--- src/rtl/sonic_pkg.sv ---
// Shared types and constants for the multi-channel ultrasonic ranging engine.
package sonic_pkg;

    typedef enum logic [2:0] {
        IDLE,
        TRIG,
        WAIT_RISE,
        MEASURE,
        GUARD
    } state_t;

    // Round-trip sound travel time for one centimetre of range.
    localparam int US_PER_CM = 58;

    // Clock cycles per microsecond strobe; CLK_HZ is a whole number of MHz.
    function automatic int tick_div(input int clk_hz);
        return clk_hz / 1_000_000;
    endfunction

endpackage

--- src/rtl/sonic_tick.sv ---
// Free-running microsecond strobe generator: one-cycle pulse every CLK_HZ/1e6 cycles.
module sonic_tick
    import sonic_pkg::*;
#(
    parameter int CLK_HZ = 100_000_000
) (
    input  logic clk,
    input  logic rst,
    output logic us_tick
);
    localparam int DIV = tick_div(CLK_HZ);
    localparam int CW  = (DIV > 1) ? $clog2(DIV) : 1;
    localparam logic [CW-1:0] LAST = CW'(DIV - 1);

    logic [CW-1:0] cnt;

    // At 1 MHz the divider collapses to a constant strobe.
    assign us_tick = (cnt == LAST);

    // Prescaler counts 0..DIV-1 and restarts on each strobe.
    always_ff @(posedge clk) begin
        if (rst || us_tick) cnt <= '0;
        else                cnt <= cnt + 1'b1;
    end
endmodule

--- src/rtl/sonic_scanner.sv ---
// Round-robin multi-channel ultrasonic ranging engine.
// Optional feature: define SONIC_AVG_EN to store (old + new) >> 1 instead of the raw sample.
module sonic_scanner
    import sonic_pkg::*;
#(
    parameter int CH         = 4,
    parameter int CLK_HZ     = 100_000_000,
    parameter int DIST_W     = 9,
    parameter int TRIG_US    = 10,
    parameter int TIMEOUT_US = 25_000,
    parameter int GUARD_US   = 10_000,
    localparam int CHW       = (CH > 1) ? $clog2(CH) : 1
) (
    input  logic                 clk,
    input  logic                 rst,
    input  logic                 enable,
    input  logic [CH-1:0]        echo,
    output logic [CH-1:0]        trig,
    output logic [CH*DIST_W-1:0] distance,
    output logic [CH-1:0]        timeout,
    output logic                 valid,
    output logic [CHW-1:0]       valid_ch
);
    localparam int MAXU = (TIMEOUT_US > GUARD_US) ?
                          ((TIMEOUT_US > TRIG_US) ? TIMEOUT_US : TRIG_US) :
                          ((GUARD_US > TRIG_US) ? GUARD_US : TRIG_US);
    localparam int UW = $clog2(MAXU + 1);
    localparam int SW = $clog2(US_PER_CM);

    state_t            state, nxt;
    logic              us_tick;
    logic [CH-1:0]     sync1, sync2, sync3;
    logic [CHW-1:0]    ch;
    logic [UW-1:0]     us_cnt;
    logic [SW-1:0]     sub;
    logic [DIST_W-1:0] cm, sample;
    logic              rise, fall, to_hit;
    logic              us_clr, start_cm, store, expire, adv;

    sonic_tick #(.CLK_HZ(CLK_HZ)) u_tick (
        .clk     (clk),
        .rst     (rst),
        .us_tick (us_tick)
    );

    // Two-flop synchroniser plus one history flop for edge detection.
    always_ff @(posedge clk) begin
        if (rst) begin
            sync1 <= '0;
            sync2 <= '0;
            sync3 <= '0;
        end else begin
            sync1 <= echo;
            sync2 <= sync1;
            sync3 <= sync2;
        end
    end

    // Only the selected channel's edges matter; a level already high gives no edge.
    assign rise   = sync2[ch] & ~sync3[ch];
    assign fall   = ~sync2[ch] & sync3[ch];
    assign to_hit = (us_cnt == UW'(TIMEOUT_US - 1));

`ifdef SONIC_AVG_EN
    logic [CH-1:0]     seen;
    logic [DIST_W-1:0] old;
    logic [DIST_W:0]   sum;
    assign old    = distance[ch*DIST_W +: DIST_W];
    assign sum    = {1'b0, old} + {1'b0, cm};
    // Load directly when there is no real history to average against.
    assign sample = (!seen[ch] || timeout[ch]) ? cm : sum[DIST_W:1];

    // Tracks which channels have produced a result since reset.
    always_ff @(posedge clk) begin
        if (rst)                  seen     <= '0;
        else if (store || expire) seen[ch] <= 1'b1;
    end
`else
    assign sample = cm;
`endif

    // FSM state register.
    always_ff @(posedge clk) begin
        if (rst) state <= IDLE;
        else     state <= nxt;
    end

    // Next-state and control strobes; the falling edge beats a simultaneous timeout.
    always_comb begin
        nxt      = state;
        us_clr   = 1'b0;
        start_cm = 1'b0;
        store    = 1'b0;
        expire   = 1'b0;
        adv      = 1'b0;
        case (state)
            IDLE: if (enable && us_tick) begin
                nxt    = TRIG;
                us_clr = 1'b1;
            end
            TRIG: if (us_tick && us_cnt == UW'(TRIG_US - 1)) begin
                nxt    = WAIT_RISE;
                us_clr = 1'b1;
            end
            WAIT_RISE: if (us_tick && to_hit) begin
                nxt    = GUARD;
                expire = 1'b1;
                us_clr = 1'b1;
            end else if (rise) begin
                nxt      = MEASURE;
                start_cm = 1'b1;
            end
            MEASURE: if (fall) begin
                nxt    = GUARD;
                store  = 1'b1;
                us_clr = 1'b1;
            end else if (us_tick && to_hit) begin
                nxt    = GUARD;
                expire = 1'b1;
                us_clr = 1'b1;
            end
            GUARD: if (us_tick && us_cnt == UW'(GUARD_US - 1)) begin
                nxt    = enable ? TRIG : IDLE;
                adv    = 1'b1;
                us_clr = 1'b1;
            end
            default: nxt = IDLE;
        endcase
    end

    // Microsecond counter; runs through WAIT_RISE and MEASURE so the timeout spans both.
    always_ff @(posedge clk) begin
        if (rst || us_clr)                  us_cnt <= '0;
        else if (us_tick && state != IDLE)  us_cnt <= us_cnt + 1'b1;
    end

    // Centimetre conversion; the rise cycle's tick counts as the first of the pulse.
    always_ff @(posedge clk) begin
        if (rst) begin
            sub <= '0;
            cm  <= '0;
        end else if (start_cm) begin
            sub <= us_tick ? SW'(1) : '0;
            cm  <= '0;
        end else if (state == MEASURE && us_tick) begin
            if (sub == SW'(US_PER_CM - 1)) begin
                sub <= '0;
                if (cm != {DIST_W{1'b1}}) cm <= cm + 1'b1;
            end else begin
                sub <= sub + 1'b1;
            end
        end
    end

    // Channel pointer moves only when a guard interval completes.
    always_ff @(posedge clk) begin
        if (rst)      ch <= '0;
        else if (adv) ch <= (ch == CHW'(CH - 1)) ? '0 : ch + 1'b1;
    end

    // Result registers and the update strobe.
    always_ff @(posedge clk) begin
        if (rst) begin
            distance <= '0;
            timeout  <= '0;
            valid    <= 1'b0;
            valid_ch <= '0;
        end else begin
            valid <= store | expire;
            if (store || expire) valid_ch <= ch;
            if (store) begin
                distance[ch*DIST_W +: DIST_W] <= sample;
                timeout[ch]                   <= 1'b0;
            end else if (expire) begin
                distance[ch*DIST_W +: DIST_W] <= '1;
                timeout[ch]                   <= 1'b1;
            end
        end
    end

    // Trigger is decoded from registered state, so reset drops it on the next edge.
    always_comb begin
        trig = '0;
        if (state == TRIG) trig[ch] = 1'b1;
    end
endmodule

--- config.mk ---
export PLATFORM = sky130hd
export DESIGN_NAME = sonic_scanner
export DESIGN_NICKNAME = d
export VERILOG_FILES = /design/src/rtl/sonic_pkg.sv /design/src/rtl/sonic_tick.sv /design/src/rtl/sonic_scanner.sv
export SDC_FILE = /design/constraint.sdc
export NUM_CORES = 1
export LEC_CHECK = 0
export BUFFER_PORTS_ARGS = -buffer_cell sky130_fd_sc_hd__buf_2
export CAP_MARGIN = 20
export CORE_ASPECT_RATIO = 0.5
export CORE_MARGIN = 2
export CORE_UTILIZATION = 60
export CTS_BUF_LIST = sky130_fd_sc_hd__clkbuf_4 sky130_fd_sc_hd__clkbuf_8
export CTS_CLUSTER_DIAMETER = 200
export CTS_CLUSTER_SIZE = 20
export DETAILED_ROUTE_END_ITERATION = 12
export PLACE_DENSITY = 0.82
export SETUP_SLACK_MARGIN = 0.02
export SLEW_MARGIN = 20
export SYNTH_ARGS = -nofsm -noshare
export SYNTH_HDL_FRONTEND = slang
export SYNTH_SLANG_ARGS = --single-unit
--- constraint.sdc ---
create_clock -name clk -period 2.6 [get_ports clk]
set_input_delay 0.26 -clock clk [delete_from_list [all_inputs] [get_ports clk]]
set_output_delay 0.26 -clock clk [all_outputs]
set_load 0.02 [all_outputs]
# Word-level counts from Yosys, hierarchy flattened
# Index checks and enable logic that the tools add are counted.
[word_totals] register_bits=97 inputBits=7 output_inout_bits=47 wordCells=107
[classes] addsub=6 mul=1 n_lt_le_gt_ge=2 n_eq_ne=16 shifts=3 n_mux=41 n_bitwise=8 reduce_logical=17
[op_table] cell="$bwmux W36" count=2
[op_table] cell="$mux W36" count=2
[op_table] cell="$shift A9 B34 Y36 const A" count=1
[op_table] cell="$shiftx A9 B34 Y36" count=1
[op_table] cell="$shiftx A9 B34 Y36 const A" count=1
[op_table] cell="$neg A6 Y34" count=1
[op_table] cell="$mux W3" count=7
[op_table] cell="$mux W6" count=3
[op_table] cell="$mux W1" count=17
[op_table] cell="$add A15 B1 Y15 const B" count=1
[op_table] cell="$eq A15 B14 Y1 const B" count=1
[op_table] cell="$eq A15 B15 Y1 const B" count=1
[op_table] cell="$eq A15 B4 Y1 const B" count=1
[op_table] cell="$pmux W3 S5" count=1
[op_table] cell="$mux W4" count=3
[op_table] cell="$add A9 B1 Y9 const B" count=1
[op_table] cell="$ne A9 B9 Y1 const B" count=1
[op_table] cell="$add A7 B1 Y7 const B" count=1
[op_table] cell="$eq A7 B7 Y1 const B" count=1
[op_table] cell="$logic_and A1 B1 Y1" count=7
[op_table] cell="$add A6 B1 Y6 const B" count=1
[op_table] cell="$eq A3 B2 Y1 const B" count=2
[op_table] cell="$eq A6 B6 Y1 const B" count=1
[op_table] cell="$mul A2 B4 Y6 const B" count=1
[op_table] cell="26 further kinds" count=35

# Longest topological paths before layout
# Gate-level depths: netlist (run 1).
[depth] word_depth=8 ltp_mapped=10 ltp_nobuf=8

# Modules after synthesis
# From an unflattened synthesis (run 1), not the netlist that was laid out.
[unflattened] hier_cells=500 area_unflattened_um2=4508.1
[by_module_without_submodules] module="sonic_scanner" n_inst=1 cells_each=468 area_each_um2=4199.0 seq_area_each_um2=1801.7
[by_module_without_submodules] module="sonic_tick" n_inst=1 cells_each=32 area_each_um2=309.0 seq_area_each_um2=140.1

# Least setup slack after synthesis (run 1)
# No wires, ideal clock.
[synth_timing] kind="reg-to-reg" start="register u_tick.cnt[0]" end="register us_cnt[6]" setup_ns=0.063 t_arrival_ns=2.121 required_time_ns=2.537 path_slack_ns=0.416 path_stages_with_launch=11 n_path_buf=3 period_less_slack_ns=2.184 path_cell_list="dfxtp_1 -> ha_1 -> and4bb_4 -> and2_4 -> and3_1 -> a21o_1 -> buf_2 -> or3_1 -> buf_2 -> buf_6 -> nor2_4"
[synth_via] elab_chain_len=6 word_cells_on_any_way=13 cone_classes="eq/ne (1); mux (6); reduce/logical (6)"
[synth_rtl] item="start: declaration" line="sonic_tick.sv:15" text="logic [CW-1:0] cnt;"
[synth_rtl] item="start signal: assignment" line="sonic_tick.sv:23" text="else cnt <= cnt + 1'b1;"
[synth_rtl] item="$eq A7 B7 Y1 *" line="sonic_tick.sv:18" text="assign us_tick = (cnt == LAST);"
[synth_rtl] item="$logic_and A1 B1 Y1" line="sonic_scanner.sv:105, sonic_scanner.sv:117"
[synth_rtl] item="$mux W1" line="sonic_scanner.sv:105, sonic_scanner.sv:117"
[synth_rtl] item="$mux W1" line="sonic_scanner.sv:113" text="MEASURE: if (fall) begin"
[synth_rtl] item="$pmux W1 S5" line="sonic_scanner.sv:96" text="case (state)"
[synth_rtl] item="$logic_or A1 B1 Y1" line="sonic_scanner.sv:133" text="if (rst || us_clr) us_cnt <= '0;"
[synth_rtl] item="end signal: assignment" line="sonic_scanner.sv:134" text="else if (us_tick && state != IDLE) us_cnt <= us_cnt + 1'b1;"
[synth_rtl] item="end: declaration" line="sonic_scanner.sv:34" text="logic [UW-1:0] us_cnt;"
# Mark *: on every way between the ends. The rest lies on a longest branch, timed or not.
# A chain may end at the register's enable or synchronous reset.

# Final worst setup path (run 1)
[layout_timing] start="register u_tick.cnt[0]" end="register us_cnt[1]"
# Same word-level chain as after synthesis.

==> results of run 1 <==
==> cells in the mapped netlist, types with 2 or more instances <==
cell type / n / area share
a211oi_1: 42 / 0.072
a21o_1: 2 / 0.0035
a21oi_1: 49 / 0.056
and2_1: 9 / 0.013
and3_1: 7 / 0.010
buf_1: 5 / 0.0043
buf_2: 6 / 0.0069
buf_4: 3 / 0.0052
buf_6: 2 / 0.0052
clkbuf_1: 17 / 0.015
dfxtp_1: 97 / 0.45
ha_1: 11 / 0.032
inv_1: 7 / 0.0060
mux2_4: 2 / 0.0069
mux2i_1: 8 / 0.018
nand2_1: 54 / 0.047
nand3_1: 17 / 0.020
nand4_1: 4 / 0.0058
nand4b_1: 2 / 0.0040
nor2_1: 39 / 0.034
nor2_4: 10 / 0.026
nor2b_1: 17 / 0.024
nor3_1: 20 / 0.023
nor3b_1: 3 / 0.0052
nor4_1: 5 / 0.0072
o21ai_0: 3 / 0.0035
or3_1: 4 / 0.0058
or4_1: 2 / 0.0035
xnor2_1: 11 / 0.022
xor2_1: 15 / 0.030
==> layout by cell type (no fill, tap or decap), types with 2 or more instances in the layout <==
cell      Yosys  layout
dfxtp_1      97      97
xnor2_1      11      11
nand3_1      17      17
or4_1         2       2
nor3b_1       3       3
o21ai_0       3       3
nor3_1       20      20
buf_12        0       2
a211oi_1     42      42
xor2_1       15      15
and2_1        9       9
nor2_1       39      39
nand4b_1      2       2
buf_4         3       8
a21o_1        2       2
clkinv_2      0       2
nor2_4       10      10
nand2_1      54      54
or3_1         4       4
inv_1         7       7
buf_2         6      53
clkbuf_8      0      12
nor2b_1      17      17
nor4_1        5       5
a21oi_1      49      49
nand4_1       4       4
ha_1         11      11
mux2i_1       8       8
and3_1        7       7
mux2_4        2       2
==> worst max path at each step <==
stage | endpoint | slack, ns
floorplan | us_cnt[6] | 0.42
global placement | us_cnt[1] | 0.41
detailed placement | us_cnt[1] | 0.31
CTS | us_cnt[1] | 0.28
global route | distance[6] | 0.13
finish | us_cnt[1] | 0.27
==> registers in the layout, indices dropped and copies added, names as in the netlist, named ones only <==
| name | flops |
|---|---|
| valid_ch | 2 |
| sub | 6 |
| us_cnt | 15 |
| sync1 | 4 |
| state | 3 |
| cm | 9 |
| u_tick.cnt | 7 |
| distance | 36 |
| ch | 2 |
| sync2 | 4 |
| valid | 1 |
| sync3 | 4 |
==> metal layers <==
metal | track usage | vias to the layer above | part of all wire
met4 | 0.0674 | 0 | 0.0076
li1 | - | 1800 | -
met3 | 0.0645 | 7 | 0.059
met1 | 0.318 | 1695 | 0.47
met2 | 0.419 | 88 | 0.47
met5 | 0 | - | 0
==> worst max-delay path, stage by stage, from the launching register on <==
cell,delay [ns]
dfxtp_1,0.33
ha_1,0.25
and4bb_4,0.24
and2_4,0.18
and3_1,0.21
a21o_1,0.23
or3_1,0.40
buf_12,0.19
a211oi_1,0.20
==> power groups by stage <==
stage / Sequential, W / Combinational (W) / Clock (W)
floorplan: 0.00153 / 0.0000466 / 0
global placement: 0.00154 / 0.0000580 / 0
detailed placement: 0.00154 / 0.0000596 / 0
CTS: 0.00150 / 0.0000596 / 0.000944
global route: 0.00150 / 0.0000655 / 0.00100
finish: 0.00150 / 0.0000588 / 0.000922
==> cell type report <==
cell class	instances	area, sq um
multi-input combinational	353	2220
sequential	97	1940
clock inverter	4	26.3
timing repair buffer	63	365
fill	547	1990
tap	92	115
inverter	8	30.0
clock buffer	12	165
==> cell families after synthesis <==
kind of cell	count (synthesis)	synth area share
buffers and inverters	41	0.0432
muxes	11	0.0305
DFF	97	0.446
adders and majority gates	11	0.0316
AOI/OAI and AO/OA	106	0.155
xor gates and xnor gates	26	0.0524
and+or+nand+nor	199	0.241
==> through the flow <==
| stage | power [W] | util | instance area [sq um] | cells | worst slack, ns |
|---|---|---|---|---|---|
| finish | 0.00248 | 0.709 | 4860 | 629 | 0.272 |
| global placement | 0.00159 | 0.681 | 4670 | 613 | 0.409 |
| CTS | 0.00250 | 0.709 | 4860 | 629 | 0.283 |
| global route | 0.00257 | 0.709 | 4860 | 629 | 0.132 |
| detailed placement | 0.00160 | 0.681 | 4670 | 613 | 0.306 |
| floorplan | 0.00158 | - | 4350 | 491 | 0.416 |
==> metrics.md, run 1 <==
| Metric | Value |
|---|---|
| Switching power total | `0.000541 W` |
| Vias after detailed routing | `~3.6k` |
| FF-to-FF path depth | `8` |
| IR drop worst, VDD | `between 0.4 and 0.5 mV` |
| Vias per std cell | `about 5.7` |
| Pins Over Slew Limit | `0` |
| Min-Delay Path Class | `in2reg` |
| Clock Path Buffers | `2` |
| Number of port buffers | `53` |
| Post-synth top flop | `dfxtp_1` |
| Drt first pass iters | `4` |
| Clock transition at path regs | `0.09 ns` |
| Crit Path Category | `reg2reg` |
| Switch share | `0.218` |
| Final Hold Vio Count | `0` |
| Fmax | `429 MHz` |
| Clk pwr share | `0.372` |
| Reg power frac | `0.605` |
| Post-CTS setup buffer count | `0` |
| Number of global-route vias before repair | `3369` |
| Post-Syn Nets | `slightly above 500` |
| Clock Latency Late Sink | `around 0.37 ns` |
| Grt ovf | `0` |
| GRT Total Usage | `0.248` |
| Die Span X | `124 um` |
| Setup crit start | `u_tick.cnt[0]` |
| WHS Path Cells | `2` |
| Core area | `~6900 sq um` |
| Final HPWL from detailed placement | `around 6500 um` |
| Number of synthesized flops with an enable pin | `0` |
| Total Neg Setup Slack | `0 ns` |
| Site Rows | `21` |
| Critical path peak fanout | `15` |
| Initial antenna violation count | `0` |
| Synth warnings | `0` |
| Hold Startpoint | `echo[1]` |
| I/O Pins | `54` |
| Startpoint Class | `flip-flop` |
| Leakage power | `1.77 nW` |
| R2r endpoint | `us_cnt[1]` |
| Wirelength, routed | `between 9000 and 10000 um` |
| DRC errors left | `0` |
| TritonCTS Buffers | `9` |
| Fraction of layout cells with a size suffix above 1 | `0.182` |
| Final ANT Viol Nets | `0` |
| CTS root buf | `clkbuf_8` |
| Die footprint | `roughly 8000 sq um` |
| Die H | `64.2 um` |
| Status | `completed` |
| Synthesized instance count | `roughly 490` |
| Pwr Density | `510 nW/um^2` |
| First-pass GRT wire length | `between 15000 and 20000 um` |
| Fin nets | `550` |
| Post-layout min period | `about 2.3 ns` |
| Max_slew headroom | `0.580` |
| CTS HTree Levels | `3` |
| Wire per inst | `14.8 um` |
| GP Congestion | `0.895` |
| Initial Util | `0.634` |
| CTS resizes | `0` |
| Final setup violation count | `0` |
| Max_cap viols | `0` |
| Fin crit share | `0.896` |
| Pin count of the biggest net entering global routing | `43` |
| Ant diodes | `0` |
| Synthesized cell area | `about 4300 sq um` |
| Yosys cell types | `48` |
| DRT iter0 DRCs | `217` |
| Arr. time, crit path | `2.60 ns` |
| Crit end category | `flip-flop` |
| Async S/R FF share, synth | `0` |
| Hold WS | `roughly 0.11 ns` |
| Hold buffers post-CTS | `0` |
| Synthesized area per cell | `around 8.9 sq um` |
| Reg2reg start | `u_tick.cnt[0]` |
| Area Growth Syn to Fin | `11.8%` |
| TritonCTS clock tree | `yes` |
| CTS Sinks | `97` |
| Seq/Total Area, Yosys | `0.446` |
| CP Data Required Time | `between 2 and 3 ns` |
| Power Internal | `between 0.0015 and 0.002 W` |
| Part of the power in combinational logic | `0.024` |
| WHS Endpoint | `sync1[1]` |
| Worst Tran Pin Value | `0.627 ns` |
| Unrepaired setup endpoints after global routing | `false` |
| Internal reg-to-reg setup slack | `0.27 ns` |
| Clock Skew | `around 0.013 ns` |
| Synth Register Bits | `97` |
Note: power is estimated with default switching activity, not from simulation.
==> inputs of run 2 (changes only) <==
--- a/config.mk
+++ b/config.mk
@@ -5,16 +5,17 @@
 export SDC_FILE = /design/constraint.sdc
 export NUM_CORES = 1
 export LEC_CHECK = 0
-export BUFFER_PORTS_ARGS = -buffer_cell sky130_fd_sc_hd__buf_2
+export ABC_AREA = 1
 export CAP_MARGIN = 20
 export CORE_ASPECT_RATIO = 0.5
 export CORE_MARGIN = 2
-export CORE_UTILIZATION = 60
+export CORE_UTILIZATION = 62
 export CTS_BUF_LIST = sky130_fd_sc_hd__clkbuf_4 sky130_fd_sc_hd__clkbuf_8
 export CTS_CLUSTER_DIAMETER = 200
 export CTS_CLUSTER_SIZE = 20
 export DETAILED_ROUTE_END_ITERATION = 12
-export PLACE_DENSITY = 0.82
+export DONT_BUFFER_PORTS = 1
+export PLACE_DENSITY = 0.78
 export SETUP_SLACK_MARGIN = 0.02
 export SLEW_MARGIN = 20
 export SYNTH_ARGS = -nofsm -noshare
==> metrics.md, run 2 <==
| Metric | Value |
|---|---|
| Status | `completed` |
| Top cells by count, synth | `155 x nand2_1, 110 x nor2_1, 108 x inv_1, 97 x dfxtp_1, 42 x a21oi_1` |
| Leakage power | `2.35 nW` |
| Xor-xnor portion of the synthesized cell area | `0.0313` |
| Unrepaired setup endpoints after global routing | `false` |
| GR Util met1 | `0.335` |
| Post-synth top area share | `0.408` |
| Max_cap viols | `0` |
| Initial antenna violation count | `0` |
| Final HPWL from detailed placement | `roughly 7000 um` |
| FILL cells | `between 600 and 700` |
| Synth Area in Compound Gates | `0.0818` |
| Switch share | `0.223` |
| Total Neg Setup Slack | `0 ns` |
| Synthesized instance count | `687` |
| Reg power frac | `0.566` |
| TritonCTS Buffers | `9` |
| Worst Tran Pin Value | `0.818 ns` |
| Number of global-route vias before repair | `3579` |
| Clock Latency Late Sink | `0.37 ns` |
| Clock transition at path regs | `about 0.090 ns` |
| Die H | `between 60 and 70 um` |
| Critical path peak fanout | `22` |
| Core area | `7380 sq um` |
| Most frequent cells in the layout | `155 x nand2_1, 110 x nor2_1, 108 x inv_1` |
| CP Buf/Inv Count | `2` |
| Fin crit share | `0.804` |
| Clock Path Buffers | `2` |
| Most common cell after layout, fill and taps aside | `nand2_1` |
| I/O Pins | `between 50 and 60` |
| Max reg flops | `36` |
| Final setup violation count | `0` |
| Power Internal | `0.00206 W` |
| Ant diodes | `0` |
| Multi-input gate area | `roughly 2300 sq um` |
| Number of port buffers | `0` |
| Wirelength, routed | `9930 um` |
| Count leader, synth | `nand2_1` |
| Synthesized cell area | `4750 sq um` |
| Setup crit start | `ch[0]` |
| Cells along the critical path | `buf_4 -> ha_1 -> inv_1 -> nor2_1` |
| Adder-cell share of the synthesized area | `0.0289` |
| Yosys cell types | `34` |
| DRC errors left | `0` |
| Switching power total | `between 0.0005 and 0.0006 W` |
| CP Data Required Time | `about 2.3 ns` |
| Hold Startpoint | `rst` |
| Biggest regs | `distance (36), us_cnt (15), cm (9)` |
| CTS root buf | `clkbuf_8` |
| Slowest CP cell | `dfxtp_1` |
| Post-layout min period | `roughly 2.1 ns` |
| CTS HTree Levels | `3` |
| Startpoint Class | `flip-flop` |
| Grt ovf | `0` |
| Fmax | `between 400 and 500 MHz` |
| GR Util met3 | `0.0801` |
| Dpl ws | `a little under 0.6 ns` |
| Reg2reg start | `cm[0]` |
| Area Growth Syn to Fin | `7.32%` |
| Crit end category | `output port` |
| Max_slew headroom | `0.453` |
| Fin area | `between 5000 and 6000 sq um` |
| DRT iter0 DRCs | `290` |
| Synth Register Bits | `97` |
| Pins Over Slew Limit | `0` |
| Largest delay share family, worst path | `flip-flops` |
| Wire per inst | `approximately 13 um` |
| Fraction of layout cells with a size suffix above 1 | `0.0732` |
| Synthesized area per cell | `just under 7 sq um` |
| GRT Total Usage | `0.249` |
| Fin nets | `710` |
| Clock Skew | `approximately 0.011 ns` |
| Number of synthesized flops with an enable pin | `0` |
| GRT busiest layer | `met2` |
| Pwr Density | `between 500 and 600 nW/um^2` |
| Largest family of logic cells by synthesized area | `simple AND/OR/NAND/NOR gates` |
| Largest Register | `distance` |
| Post-Syn Nets | `between 700 and 800` |
| Part of the power in combinational logic | `0.022` |
| Drt first pass iters | `5` |
| Die footprint | `between 8000 and 9000 sq um` |
| Simple-Gate Fraction of Synth Area | `0.343` |
| Post-layout util | `0.692` |
| Site Rows | `22` |
| Synth warnings | `0` |
| Die Span X | `128 um` |
| Slowest Stage Delay on Critical Path | `between 0.4 and 0.5 ns` |
| Register area | `around 2000 sq um` |
| Arr. time, crit path | `between 1.5 and 2 ns` |
| Placed cell areas | `between 4000 and 5000 sq um` |
| CTS Sinks | `between 90 and 100` |
| Synth area leaders | `dfxtp_1 41%, nand2_1 12%, nor2_1 8.7%` |
| TritonCTS clock tree | `yes` |
| Vias after detailed routing | `around 4.1k` |
| Min-Delay Path Class | `in2reg` |
| Final ANT Viol Nets | `0` |
| Final Hold Vio Count | `0` |
| Post-CTS setup buffer count | `0` |
| Post-synth top flop | `dfxtp_1` |
| GP Congestion | `0.841` |
| Initial Util | `0.645` |
| Mux share of post-synthesis cell area | `0` |
| Seq/Total Area, Yosys | `0.408` |
| Final critical-path setup slack | `about 0.5 ns` |
| Pin count of the biggest net entering global routing | `between 40 and 50` |
| Met2 Use GR | `0.394` |
| Async S/R FF share, synth | `0` |
| Crit Path Category | `reg2out` |
| Cell taking the most area after synthesis | `dfxtp_1` |
| Vias per std cell | `around 5.2` |
| IR drop worst, VDD | `0.383 mV` |
| First-pass GRT wire length | `16800 um` |
| Clk pwr share | `0.413` |
run 2: cell count changes in the layout (fill, tap and decap cells not counted), sizes merged, moves of 9 or more:
cell and change:
a211oi -41, a31oi +17, and2 -10, buf -59, inv +107, mux2i -9, nand2 +107, nand3 +28
nor2 +73, nor2b -17
run 2: final timing paths:
kind | end | slack [ns] | cells after the start
setup / recovery | trig[3] | 0.51 | 4
hold / removal | flip-flop | 0.11 | 3
setup reg to reg | cm[7] | 0.56 | 9
hold reg to reg | sync2[1] | 0.41 | 2
run 2: repair_timing:
item,in CTS,in global routing
endpoints found under the setup margin,0,0
hold endpoints to repair,21,0
hold buffers,5,0
resized for setup,0,0
run 2: cells by family after synthesis:
logic type	count (synthesis)
fa+ha+maj	11
flops	97
xor+xnor	17
buf+inv	128
simple gates	364
compound gates	70
run 2: power by group through the flow:
stage | Combinational, W | Sequential (W) | Clock (W)
floorplan | 0.0000453 | 0.00153 | 0
global placement | 0.0000466 | 0.00154 | 0
detailed placement | 0.0000467 | 0.00154 | 0
CTS | 0.0000576 | 0.00150 | 0.00112
global route | 0.0000651 | 0.00150 | 0.00118
finish | 0.0000577 | 0.00150 | 0.00110
run 2: area by class of cell:
type                            count  area share
Clock inverter                      7      0.0199
Timing Repair Buffer                9      0.0157
Inverter                          113      0.0836
Clock buffer                        9      0.0243
Tap cell                           96      0.0235
Sequential cell                    97       0.381
Multi-Input combinational cell    462       0.452
run 2: tightest hold or removal path, delay by kind of cell:
kind	cells	cell delay (ns)
and+or+nand+nor	1	0.08
AOI/OAI and AO/OA	1	0.04
buffers and inverters	1	0.06
run 2: stage by stage:
step	total power (W)	hold WS [ns]	std cells
5_1_grt	0.00275	0.122	793
3_5_place_dp	0.00158	0.335	772
4_1_cts	0.00267	0.0980	793
6_report	0.00265	0.109	793
2_1_floorplan	0.00158	0.338	687
3_3_place_gp	0.00158	0.334	772
run 2: per-layer routing:
metal | part of all wire | up-vias
li1 | - | 2148
met1 | 0.49 | 1826
met2 | 0.43 | 110
met3 | 0.071 | 10
met4 | 0.0089 | 0
met5 | 0 | -
